===== config.mk =====
export PLATFORM = sky130hd
export DESIGN_NAME = sdram_bank_client
export DESIGN_NICKNAME = d
export VERILOG_FILES = /design/src/rtl/sdram_client_pkg.sv /design/src/rtl/sdram_fetch_dly.sv /design/src/rtl/sdram_bank_client.sv
export SDC_FILE = /design/constraint.sdc
export NUM_CORES = 1
export LEC_CHECK = 0
export CAP_MARGIN = 20
export CORE_MARGIN = 5
export CORE_UTILIZATION = 50
export DETAILED_ROUTE_END_ITERATION = 10
export PLACE_DENSITY = 0.78
export SETUP_SLACK_MARGIN = 0.5
export SYNTH_ARGS = -nofsm -noshare
export SYNTH_HDL_FRONTEND = slang
export SYNTH_SLANG_ARGS = --single-unit

===== constraint.sdc =====
create_clock -name clk -period 2.38 [get_ports clk]
set_clock_uncertainty 0.2 [all_clocks]
set_input_delay 0.476 -clock clk [delete_from_list [all_inputs] [get_ports clk]]
set_output_delay 0.476 -clock clk [all_outputs]
set_load 0.005 [all_outputs]

===== src/rtl/sdram_client_pkg.sv =====
// Shared types and helpers for the SDRAM bank client: FSM state encoding,
// beat width and the byte-address alignment mask.
package sdram_client_pkg;

  localparam int BEAT_W = 16;

  typedef enum logic [2:0] {
    IDLE,
    RD_WAIT,
    RD_DATA,
    WR_WAIT,
    WR_DATA,
    DONE
  } state_t;

  // A burst covers 2*burst_len bytes, so those low address bits are cleared.
  function automatic logic [31:0] align_mask(input int burst_len);
    return ~(32'(2 * burst_len) - 32'd1);
  endfunction

endpackage


===== src/rtl/sdram_fetch_dly.sv =====
// Two-stage delay line for write fetch pulses, carrying the beat index so the
// matching data word and byte enables reach the data path two cycles later.
module sdram_fetch_dly
  import sdram_client_pkg::*;
#(
  parameter int BURST_LEN = 2,
  parameter int TAG_W     = 1
) (
  input  logic                        clk,
  input  logic                        rst_n,
  input  logic                        i_push,
  input  logic [TAG_W-1:0]            i_tag,
  input  logic [BEAT_W*BURST_LEN-1:0] i_wdata,
  input  logic [2*BURST_LEN-1:0]      i_be,
  output logic                        o_emit_vld,
  output logic [TAG_W-1:0]            o_emit_tag,
  output logic [BEAT_W-1:0]           o_wr_data,
  output logic [1:0]                  o_wr_bena
);

  logic              r_s1_vld;
  logic [TAG_W-1:0]  r_s1_tag;
  logic              r_s2_vld;
  logic [TAG_W-1:0]  r_s2_tag;
  logic [BEAT_W-1:0] r_wr_data;
  logic [1:0]        r_wr_bena;
  logic [BEAT_W-1:0] w_beat_data;
  logic [1:0]        w_beat_bena;

  always_comb begin
    w_beat_data = i_wdata[int'(r_s1_tag)*BEAT_W +: BEAT_W];
    w_beat_bena = i_be[int'(r_s1_tag)*2 +: 2];
  end

  // Outside an emitted slot the data path sees zero enables, so stray fetches write nothing.
  always_ff @(posedge clk or negedge rst_n) begin
    if (!rst_n) begin
      r_s1_vld  <= 1'b0;
      r_s1_tag  <= '0;
      r_s2_vld  <= 1'b0;
      r_s2_tag  <= '0;
      r_wr_data <= '0;
      r_wr_bena <= 2'b00;
    end else begin
      r_s1_vld <= i_push;
      r_s1_tag <= i_tag;
      r_s2_vld <= r_s1_vld;
      r_s2_tag <= r_s1_tag;
      if (r_s1_vld) begin
        r_wr_data <= w_beat_data;
        r_wr_bena <= w_beat_bena;
      end else begin
        r_wr_data <= '0;
        r_wr_bena <= 2'b00;
      end
    end
  end

  assign o_emit_vld = r_s2_vld;
  assign o_emit_tag = r_s2_tag;
  assign o_wr_data  = r_wr_data;
  assign o_wr_bena  = r_wr_bena;

endmodule


===== src/rtl/sdram_bank_client.sv =====
// Single-transaction req/ack requester for one SDRAM bank port: issues
// rden/wren, assembles read beats, replays write beats and aborts on timeout.
module sdram_bank_client
  import sdram_client_pkg::*;
#(
  parameter int BURST_LEN = 2,
  parameter int TIMEOUT   = 1023
) (
  input  logic                        clk,
  input  logic                        rst_n,
  input  logic                        i_req,
  input  logic                        i_we,
  input  logic [31:0]                 i_addr,
  input  logic [BEAT_W*BURST_LEN-1:0] i_wdata,
  input  logic [2*BURST_LEN-1:0]      i_be,
  output logic                        o_busy,
  output logic                        o_ack,
  output logic                        o_err,
  output logic [BEAT_W*BURST_LEN-1:0] o_rdata,
  output logic                        o_rden,
  output logic                        o_wren,
  output logic [31:0]                 o_bank_addr,
  input  logic                        i_valid,
  input  logic                        i_fetch,
  input  logic [BEAT_W-1:0]           i_rd_data,
  output logic [1:0]                  o_wr_bena,
  output logic [BEAT_W-1:0]           o_wr_data
);

  localparam int DW    = BEAT_W * BURST_LEN;
  localparam int CNT_W = $clog2(BURST_LEN + 1);
  localparam int TAG_W = (BURST_LEN > 1) ? $clog2(BURST_LEN) : 1;
  localparam int TMO_W = $clog2(TIMEOUT + 1);

  localparam logic [CNT_W-1:0] LAST_BEAT = CNT_W'(BURST_LEN - 1);
  localparam logic [CNT_W-1:0] NUM_BEATS = CNT_W'(BURST_LEN);
  localparam logic [TAG_W-1:0] LAST_TAG  = TAG_W'(BURST_LEN - 1);
  localparam logic [TMO_W-1:0] TMO_END   = TMO_W'(TIMEOUT);
  localparam logic [TMO_W-1:0] TMO_DROP  = TMO_W'(TIMEOUT - 1);

  state_t            r_state;
  logic [CNT_W-1:0]  r_beat_cnt;
  logic [TMO_W-1:0]  r_tmo;
  logic [DW-1:0]     r_rbuf;
  logic [DW-1:0]     r_wdata;
  logic [2*BURST_LEN-1:0] r_be;
  logic              r_busy;
  logic              r_ack;
  logic              r_err;
  logic [DW-1:0]     r_rdata;
  logic              r_rden;
  logic              r_wren;
  logic [31:0]       r_bank_addr;

  logic [DW-1:0]     w_rnext;
  logic              w_tmo_hit;
  logic              w_push;
  logic [TAG_W-1:0]  w_tag;
  logic              w_emit_vld;
  logic [TAG_W-1:0]  w_emit_tag;

  always_comb begin
    w_rnext = r_rbuf;
    w_rnext[int'(r_beat_cnt)*BEAT_W +: BEAT_W] = i_rd_data;
  end

  // Fetches enter the delay line only while a write is live and beats remain.
  assign w_tmo_hit = (r_tmo == TMO_END);
  assign w_push    = i_fetch &&
                     (((r_state == WR_WAIT) && !w_tmo_hit) ||
                      ((r_state == WR_DATA) && (r_beat_cnt < NUM_BEATS)));
  assign w_tag     = r_beat_cnt[TAG_W-1:0];

  sdram_fetch_dly #(
    .BURST_LEN (BURST_LEN),
    .TAG_W     (TAG_W)
  ) u_fetch_dly (
    .clk        (clk),
    .rst_n      (rst_n),
    .i_push     (w_push),
    .i_tag      (w_tag),
    .i_wdata    (r_wdata),
    .i_be       (r_be),
    .o_emit_vld (w_emit_vld),
    .o_emit_tag (w_emit_tag),
    .o_wr_data  (o_wr_data),
    .o_wr_bena  (o_wr_bena)
  );

  // The strobe drops one cycle before the abort so the bank sees exactly TIMEOUT strobe cycles.
  always_ff @(posedge clk or negedge rst_n) begin
    if (!rst_n) begin
      r_state     <= IDLE;
      r_beat_cnt  <= '0;
      r_tmo       <= '0;
      r_rbuf      <= '0;
      r_wdata     <= '0;
      r_be        <= '0;
      r_busy      <= 1'b0;
      r_ack       <= 1'b0;
      r_err       <= 1'b0;
      r_rdata     <= '0;
      r_rden      <= 1'b0;
      r_wren      <= 1'b0;
      r_bank_addr <= '0;
    end else begin
      r_ack <= 1'b0;
      case (r_state)
        IDLE: begin
          if (i_req) begin
            r_busy      <= 1'b1;
            r_bank_addr <= i_addr & align_mask(BURST_LEN);
            r_wdata     <= i_wdata;
            r_be        <= i_be;
            r_beat_cnt  <= '0;
            r_tmo       <= '0;
            if (i_we) begin
              r_wren  <= 1'b1;
              r_state <= WR_WAIT;
            end else begin
              r_rden  <= 1'b1;
              r_state <= RD_WAIT;
            end
          end
        end
        RD_WAIT: begin
          if (w_tmo_hit) begin
            r_rden  <= 1'b0;
            r_err   <= 1'b1;
            r_ack   <= 1'b1;
            r_state <= DONE;
          end else if (i_valid) begin
            r_rden     <= 1'b0;
            r_rbuf     <= w_rnext;
            r_beat_cnt <= CNT_W'(1);
            if (BURST_LEN == 1) begin
              r_rdata <= w_rnext;
              r_ack   <= 1'b1;
              r_state <= DONE;
            end else begin
              r_state <= RD_DATA;
            end
          end else begin
            r_tmo <= r_tmo + TMO_W'(1);
            if (r_tmo == TMO_DROP) r_rden <= 1'b0;
          end
        end
        RD_DATA: begin
          if (i_valid) begin
            r_rbuf     <= w_rnext;
            r_beat_cnt <= r_beat_cnt + CNT_W'(1);
            if (r_beat_cnt == LAST_BEAT) begin
              r_rdata <= w_rnext;
              r_ack   <= 1'b1;
              r_state <= DONE;
            end
          end
        end
        WR_WAIT: begin
          if (w_tmo_hit) begin
            r_wren  <= 1'b0;
            r_err   <= 1'b1;
            r_ack   <= 1'b1;
            r_state <= DONE;
          end else if (i_fetch) begin
            r_wren     <= 1'b0;
            r_beat_cnt <= CNT_W'(1);
            r_state    <= WR_DATA;
          end else begin
            r_tmo <= r_tmo + TMO_W'(1);
            if (r_tmo == TMO_DROP) r_wren <= 1'b0;
          end
        end
        WR_DATA: begin
          if (w_push) r_beat_cnt <= r_beat_cnt + CNT_W'(1);
          if (w_emit_vld && (w_emit_tag == LAST_TAG)) begin
            r_ack   <= 1'b1;
            r_state <= DONE;
          end
        end
        DONE: begin
          r_busy  <= 1'b0;
          r_err   <= 1'b0;
          r_state <= IDLE;
        end
        default: r_state <= IDLE;
      endcase
    end
  end

  assign o_busy      = r_busy;
  assign o_ack       = r_ack;
  assign o_err       = r_err;
  assign o_rdata     = r_rdata;
  assign o_rden      = r_rden;
  assign o_wren      = r_wren;
  assign o_bank_addr = r_bank_addr;

endmodule

==> results of run 1 <==
==> sequential cells by signal, summed over array words and instances (netlist names), 2 cells and up <==
| name | cells |
|---|---|
| r_rbuf | 32 |
| u_fetch_dly.o_wr_bena | 2 |
| u_fetch_dly.o_wr_data | 16 |
| r_wdata | 32 |
| r_state | 3 |
| r_be | 4 |
| r_beat_cnt | 2 |
| r_tmo | 10 |
| o_bank_addr | 30 |
| o_rdata | 32 |
==> cell type report <==
class	instances	area [sq um]	share of cell area (%)
inverters	6	22.52	0.2116
well taps	184	230.2	2.163
multi-input cells	525	3070	28.85
clock inverters	6	88.84	0.8346
flip-flops and latches	172	4309	40.48
repair buffers	241	2445	22.97
clock buffers	23	478.0	4.490
==> cell usage in the layout, fill, tap and decap left out, types with 4 or more instances in the layout <==
cell type,count
dfrtp_1,168
nand3_1,4
nor2b_1,53
buf_4,39
nand2b_1,5
mux2i_1,20
o21ai_2,8
o21ai_1,22
nor2_1,13
a22o_1,32
dlygate4sd2_1,86
o21ai_0,12
o31ai_1,6
buf_12,11
a21oi_1,25
nand2_1,235
nand4_1,4
dfrtp_2,4
inv_1,4
a21oi_2,14
nand2_2,8
nand2_4,7
clkdlybuf4s50_1,84
clkbuf_16,22
buf_6,12
==> power by group <==
part	switching (uW)	internal (uW)	leakage (uW)
logic	158	197	0.00275
registers	31.5	2980	0.00231
clock network	1090	1610	0.000271
==> stage by stage <==
stage | util (%) | hold WS [ns] | setup TNS, ns | cell area [sq um] | worst slack (ns)
2_1_floorplan | - | -0.01959 | 0 | 7321 | 0.3575
3_3_place_gp | 65.22 | 0.2454 | -0.009694 | 9408 | -0.009694
3_5_place_dp | 65.22 | 0.2485 | -0.05261 | 9408 | -0.04633
4_1_cts | 70.88 | 0.2720 | 0 | 10220 | 0.3894
5_1_grt | 73.79 | 0.2872 | 0 | 10640 | 0.3030
6_report | 73.79 | 0.2661 | 0 | 10640 | 0.3663
==> per-layer routing <==
| metal | vias up | share of wire [%] |
|---|---|---|
| met5 | - | 0 |
| met3 | 62 | 9.2 |
| li1 | 2918 | - |
| met2 | 297 | 50 |
| met4 | 0 | 3.5 |
| met1 | 3103 | 37 |
==> logic make-up (layout without fill, tap and decap cells) <==
kind of cell    Yosys count  in the layout  synth area share [%]
xor+xnor                  3              3                0.3605
buf+inv                  51            276                 3.210
simple gates            355            357                 21.59
fa+ha+maj                 6              6                 1.030
other cells               1              2               0.05144
flops                   172            172                 59.05
compound gates          135            135                 11.65
mux                      22             22                 3.055
==> what timing repair did <==
action,4_1_cts,5_1_grt
hold endpoints to repair,44,0
cloned,4,8
setup buffers,22,5
hold buffers,1,0
resized for setup,116,88
pin swaps,23,45
setup endpoints to repair,158,71
==> worst min path at each step <==
stage | startpoint | end | slack, ns
finish | o_bank_addr[17] | o_bank_addr[17] | 0.27
global route | o_bank_addr[3] | o_bank_addr[3] | 0.29
CTS | o_bank_addr[11] | o_bank_addr[11] | 0.27
floorplan | rst_n | o_ack | -0.02
global placement | rst_n | o_rdata[16] | 0.25
detailed placement | rst_n | o_rdata[19] | 0.25
==> worst max-delay path, delay by kind of cell (launching register included) <==
| kind | cells | cell delay, ns |
|---|---|---|
| DFF | 1 | 0.36 |
| adders and majority gates | 1 | 0.19 |
| buffers and inverters | 1 | 0.14 |
| and+or+nand+nor | 3 | 0.46 |
| AOI/OAI and AO/OA | 2 | 0.53 |
==> metrics.md, run 1 <==
| Metric | Value |
|---|---|
| Grt ovf | `0` |
| DIE WIDTH | `130.7 microns` |
| TritonCTS clock tree | `built` |
| Failing checks | `DRC` |
| Via count | `6380` |
| Slowest CP cell | `dfrtp_1` |
| GR Util met2 | `~38%` |
| Most frequent cells after synthesis | `nand2_1, dfrtp_1, nor2b_1` |
| Synth warnings | `0` |
| Final Slew Violations | `0` |
| Number of clock sinks | `172` |
| Area Overhead vs Synth | `46.02%` |
| Crit path DAT | `approximately 2.1 ns` |
| Post-Layout Cell Count | `1157` |
| Worst reg2reg path endpoint | `r_rbuf[26]` |
| Root Buffer | `clkbuf_16` |
| CP required | `2.48 ns` |
| CP Launch Type | `flip-flop` |
| Wire per inst | `18.39 microns` |
| Core Box Area | `between 0.01 and 0.015 sq mm` |
| CP endpoint | `r_rbuf[26]` |
| Placed Cells | `around 1100` |
| CP cell instances | `ha_2, and3_4, nand3_4, o2111a_2, buf_12, and2_4, a22o_1` |
| Outcome | `finished, violations left` |
| Crit path kind | `flip-flop to flip-flop` |
| Peak supply drop | `0.4581 mV` |
| Syn_area_per_cell | `roughly 9.8 sq um` |
| Post-synth design cell area | `0.007289 sq mm` |
| Total power | `around 6100 uW` |
| LEAKAGE | `0.005326 uW` |
| Cell taking the most area after synthesis | `dfrtp_1` |
| Worst-Margin Slew | `approximately 0.63 ns` |
| Routed wire length | `21.27 mm` |
| First-pass GRT wire length | `around 31 mm` |
| Synth area leaders | `dfrtp_1, nand2_1, nor2b_1` |
| Vias in the first global route | `roughly 6200` |
| Setup-failing EPs final | `0` |
| Largest net degree at the start of global routing | `48` |
| Initial DRC Count | `660` |
| Row Count | `44` |
| Post-synth EDFFs | `0` |
| Ratio of cells with drive above 1 in the final layout | `~17%` |
| FF+latch count, synth | `about 170` |
| Clock Pin Slew Worst Setup and Hold Paths | `0.06 ns` |
| DRC viols | `1` |
| GRT busiest layer | `met2` |
| GPL Wtd Cong | `around 0.83` |
| I/O Buffers | `172` |
| Vias/cell | `5.514` |
| Max Cap Violations | `0` |
| Most common cell in the netlist | `nand2_1` |
| Filler cells | `1053` |
| Worst skew pair latency | `0.42 ns` |
| Hold Path Class | `flip-flop to flip-flop` |
| Hold depth | `2` |
| DP HPWL | `12.06 mm` |
| Tot GR Track Use | `23.10%` |
| Slew headroom | `around 58%` |
| Post-DRT Antenna Nets | `0` |
| Tmin final | `2.014 ns` |
| Worst Setup SP | `r_tmo[0]` |
| N_diodes | `0` |
| Met3 Usage GRT | `8.130%` |
| Fmax | `a little under 0.5 GHz` |
| Post-synth ARST share | `100.0%` |
| Commonest register cell after synthesis | `dfrtp_1` |
| Seq/Total Area, Yosys | `59.05%` |
| Pwr Density | `570.4 mW/mm^2` |
| Yosys cell types | `46` |
| Final hold vios | `0` |
| RSZ-0062 raised after global routing | `true` |
| Die Ht | `130.7 microns` |
| CP max stage delay | `0.36 ns` |
| Reg-to-reg startpoint | `r_tmo[0]` |
| Htree depth | `4` |
| R2R setup slack | `0.37 ns` |
| Critical path capture point type | `flip-flop` |
| Clock buffer depth | `2` |
| Initial antenna violation count | `0` |
| Die area | `0.01709 sq mm` |
| GRT met1 Usage | `28.25%` |
| Starting density of the core | `50.54%` |
| CP max FO | `8` |
| First-pass DRT Iterations | `8` |
| Cts bufs inserted | `17` |
| Layout Nets | `1059` |
| Top cell type's share of synthesized area | `between 50% and 60%` |
| Worst reg2reg path depth | `7` |
| Final Cycle Share | `a little over four fifths` |
| I/O Pins | `177` |
| Gate Count Post-Synth | `745` |
Power figures use the tool's default switching activity.
==> run 2: changes to the inputs <==
--- a/config.mk
+++ b/config.mk
@@ -7,9 +7,9 @@
 export LEC_CHECK = 0
 export CAP_MARGIN = 20
 export CORE_MARGIN = 5
-export CORE_UTILIZATION = 50
+export CORE_UTILIZATION = 45
 export DETAILED_ROUTE_END_ITERATION = 10
-export PLACE_DENSITY = 0.78
+export PLACE_DENSITY = 0.74
 export SETUP_SLACK_MARGIN = 0.5
 export SYNTH_ARGS = -nofsm -noshare
 export SYNTH_HDL_FRONTEND = slang
==> constraint.sdc (replaced) <==
create_clock -name clk -period 1.7 [get_ports clk]
set_clock_uncertainty 0.2 [all_clocks]
set_input_delay 0.34 -clock clk [delete_from_list [all_inputs] [get_ports clk]]
set_output_delay 0.34 -clock clk [all_outputs]
set_load 0.005 [all_outputs]
==> metrics.md, run 2 (same netlist as run 1, synthesis figures left out) <==
| Metric | Value |
|---|---|
| Outcome | `finished, violations left (unchanged)` |
| Failing checks | `setup timing (was DRC)` |
| Post-DRT Antenna Nets | `0 (unchanged)` |
| Ratio of cells with drive above 1 in the final layout | `48.67% (was 17.16%)` |
| CP max FO | `5 (was 8)` |
| Worst reg2reg path endpoint | `r_tmo[7] (was r_rbuf[26])` |
| Initial DRC Count | `392 (was 660)` |
| Critical path capture point type | `flip-flop (unchanged)` |
| Htree depth | `4 (unchanged)` |
| R2R setup slack | `-0.27 ns (was 0.37 ns)` |
| Die area | `0.01884 sq mm (was 0.01709 sq mm)` |
| Row Count | `46 (was 44)` |
| N_diodes | `0 (unchanged)` |
| DRC viols | `0 (was 1)` |
| Tot GR Track Use | `25.11% (was 23.10%)` |
| Hold Path Class | `input port to asynchronous set/reset pin (was flip-flop to flip-flop)` |
| Pwr Density | `707.9 mW/mm^2 (was 570.4 mW/mm^2)` |
| Setup-failing EPs final | `145 (was 0)` |
| Core Box Area | `0.01589 sq mm (was 0.01442 sq mm)` |
| DP HPWL | `13.08 mm (was 12.06 mm)` |
| LEAKAGE | `0.006410 uW (was 0.005326 uW)` |
| Via count | `6877 (was 6380)` |
| Final Cell Area | `0.01269 sq mm (was 0.01064 sq mm)` |
| Layout Nets | `1175 (was 1059)` |
| Crit path kind | `flip-flop to flip-flop (unchanged)` |
| Crit path DAT | `2.12 ns (was 2.11 ns)` |
| Clock Pin Slew Worst Setup and Hold Paths | `0.07 ns (was 0.06 ns)` |
| TritonCTS clock tree | `built (unchanged)` |
| GRT met1 Usage | `28.88% (was 28.25%)` |
| CP required | `1.85 ns (was 2.48 ns)` |
| Area Overhead vs Synth | `74.03% (was 46.02%)` |
| Initial antenna violation count | `0 (unchanged)` |
| Commonest non-fill, non-tap cells in the layout | `dfrtp_1, nand2_1, buf_4, clkdlybuf4s50_1, buf_2 (was nand2_1, dfrtp_1, dlygate4sd2_1, clkdlybuf4s50_1, nor2b_1)` |
| CP cell instances | `and4_4, buf_4, nand4_1, nand3_2, or4_1, a21oi_1 (was ha_2, and3_4, nand3_4, o2111a_2, buf_12, and2_4, a22o_1)` |
| Fin worst setup slack | `-0.2732 ns (was 0.3663 ns)` |
| CP max stage delay | `0.51 ns (was 0.36 ns)` |
| I/O Pins | `177 (unchanged)` |
| GPL Wtd Cong | `0.8434 (was 0.8297)` |
| Cts bufs inserted | `17 (unchanged)` |
| Wire per inst | `19.69 microns (was 18.39 microns)` |
| DIE WIDTH | `137.3 microns (was 130.7 microns)` |
| Final Slew Violations | `0 (unchanged)` |
| RSZ-0062 raised after global routing | `true (unchanged)` |
| Vias/cell | `5.262 (was 5.514)` |
| Final Cycle Share | `116.1% (was 84.61%)` |
| Area after DPL | `0.009996 sq mm (was 0.009408 sq mm)` |
| Vias in the first global route | `6986 (was 6189)` |
| Peak supply drop | `0.7383 mV (was 0.4581 mV)` |
| Largest net degree at the start of global routing | `44 (was 48)` |
| GR Util met2 | `44.01% (was 37.89%)` |
| Final hold vios | `0 (unchanged)` |
| Worst reg2reg path depth | `6 (was 7)` |
| Reg-to-reg startpoint | `r_tmo[7] (was r_tmo[0])` |
| Worst skew pair latency | `0.43 ns (was 0.42 ns)` |
| GRT busiest layer | `met2 (unchanged)` |
| Met3 Usage GRT | `7.670% (was 8.130%)` |
| Fmax | `0.5068 GHz (was 0.4966 GHz)` |
| Tmin final | `1.973 ns (was 2.014 ns)` |
| Grt ovf | `0 (unchanged)` |
| Starting density of the core | `45.89% (was 50.54%)` |
| CP Launch Type | `flip-flop (unchanged)` |
| First-pass DRT Iterations | `4 (was 8)` |
| Max Cap Violations | `0 (unchanged)` |
| Routed wire length | `25.74 mm (was 21.27 mm)` |
| Clock buffer depth | `2 (unchanged)` |
| I/O Buffers | `172 (unchanged)` |
| Root Buffer | `clkbuf_16 (unchanged)` |
| Die Ht | `137.3 microns (was 130.7 microns)` |
| Commonest non-fill, non-tap cell in the layout | `dfrtp_1 (was nand2_1)` |
| Total power | `8980 uW (was 6071 uW)` |
| Number of clock sinks | `172 (unchanged)` |
| Slowest CP cell | `or4_1 (was dfrtp_1)` |
| First-pass GRT wire length | `36.25 mm (was 30.85 mm)` |
-- run 2: what timing repair did --
item                       CTS  global route
setup endpoints to repair  236           291
setup buffers               55            34
cloned                      18             2
pin swaps                   40            56
gates resized for setup    497           197
hold buffers                 1             0
hold endpoints to repair   162             0
-- run 2: worst max path at each step --
stage	from	end	slack [ns]	depth (start not counted)
floorplan	r_tmo[0]	r_rbuf[21]	-0.32	8
global placement	i_req	r_tmo[7]	-0.50	6
detailed placement	i_req	r_tmo[7]	-0.54	6
CTS	r_tmo[1]	r_rbuf[5]	-0.26	7
global route	r_tmo[0]	r_tmo[7]	-0.33	6
finish	r_tmo[7]	r_tmo[7]	-0.27	6
-- run 2: final cells by class --
cell class / instances / area [sq um]
repair buffers: 359 / 3595
fillers: 948 / 3199
clock buffers: 21 / 460.4
multi-input cells: 523 / 3859
clock inverters: 10 / 163.9
inverters: 6 / 27.53
well taps: 216 / 270.3
flip-flops and latches: 172 / 4310
-- run 2: report_power, final --
group,internal [uW],switching (uW)
sequential,4180,47.0
clock,2540,1630
combinational,306,288
-- run 2: metrics by stage --
step                util [%]  cells  setup slack (ns)  hold slack [ns]  setup TNS, ns
floorplan                  -    746           -0.3225          -0.1556         -10.37
global placement       62.93   1166           -0.5046          0.08892         -48.13
detailed placement     62.93   1166           -0.5434          0.08679         -51.06
CTS                    73.16   1271           -0.2616           0.2043         -19.56
global route           79.86   1307           -0.3252           0.2232         -31.78
finish                 79.86   1307           -0.2732           0.2079         -24.25
-- run 2: critical path, delay by kind of cell (launching register included) --
family          cells  cell delay [ns]
flops               1             0.41
buf+inv             1             0.13
simple gates        4             1.01
compound gates      1             0.14
-- run 2: routing by layer --
layer,part of all wire (%),wire length [microns]
met5,0,0
met4,3.2,828
met3,6.8,1742
met2,53,13650
met1,37,9514
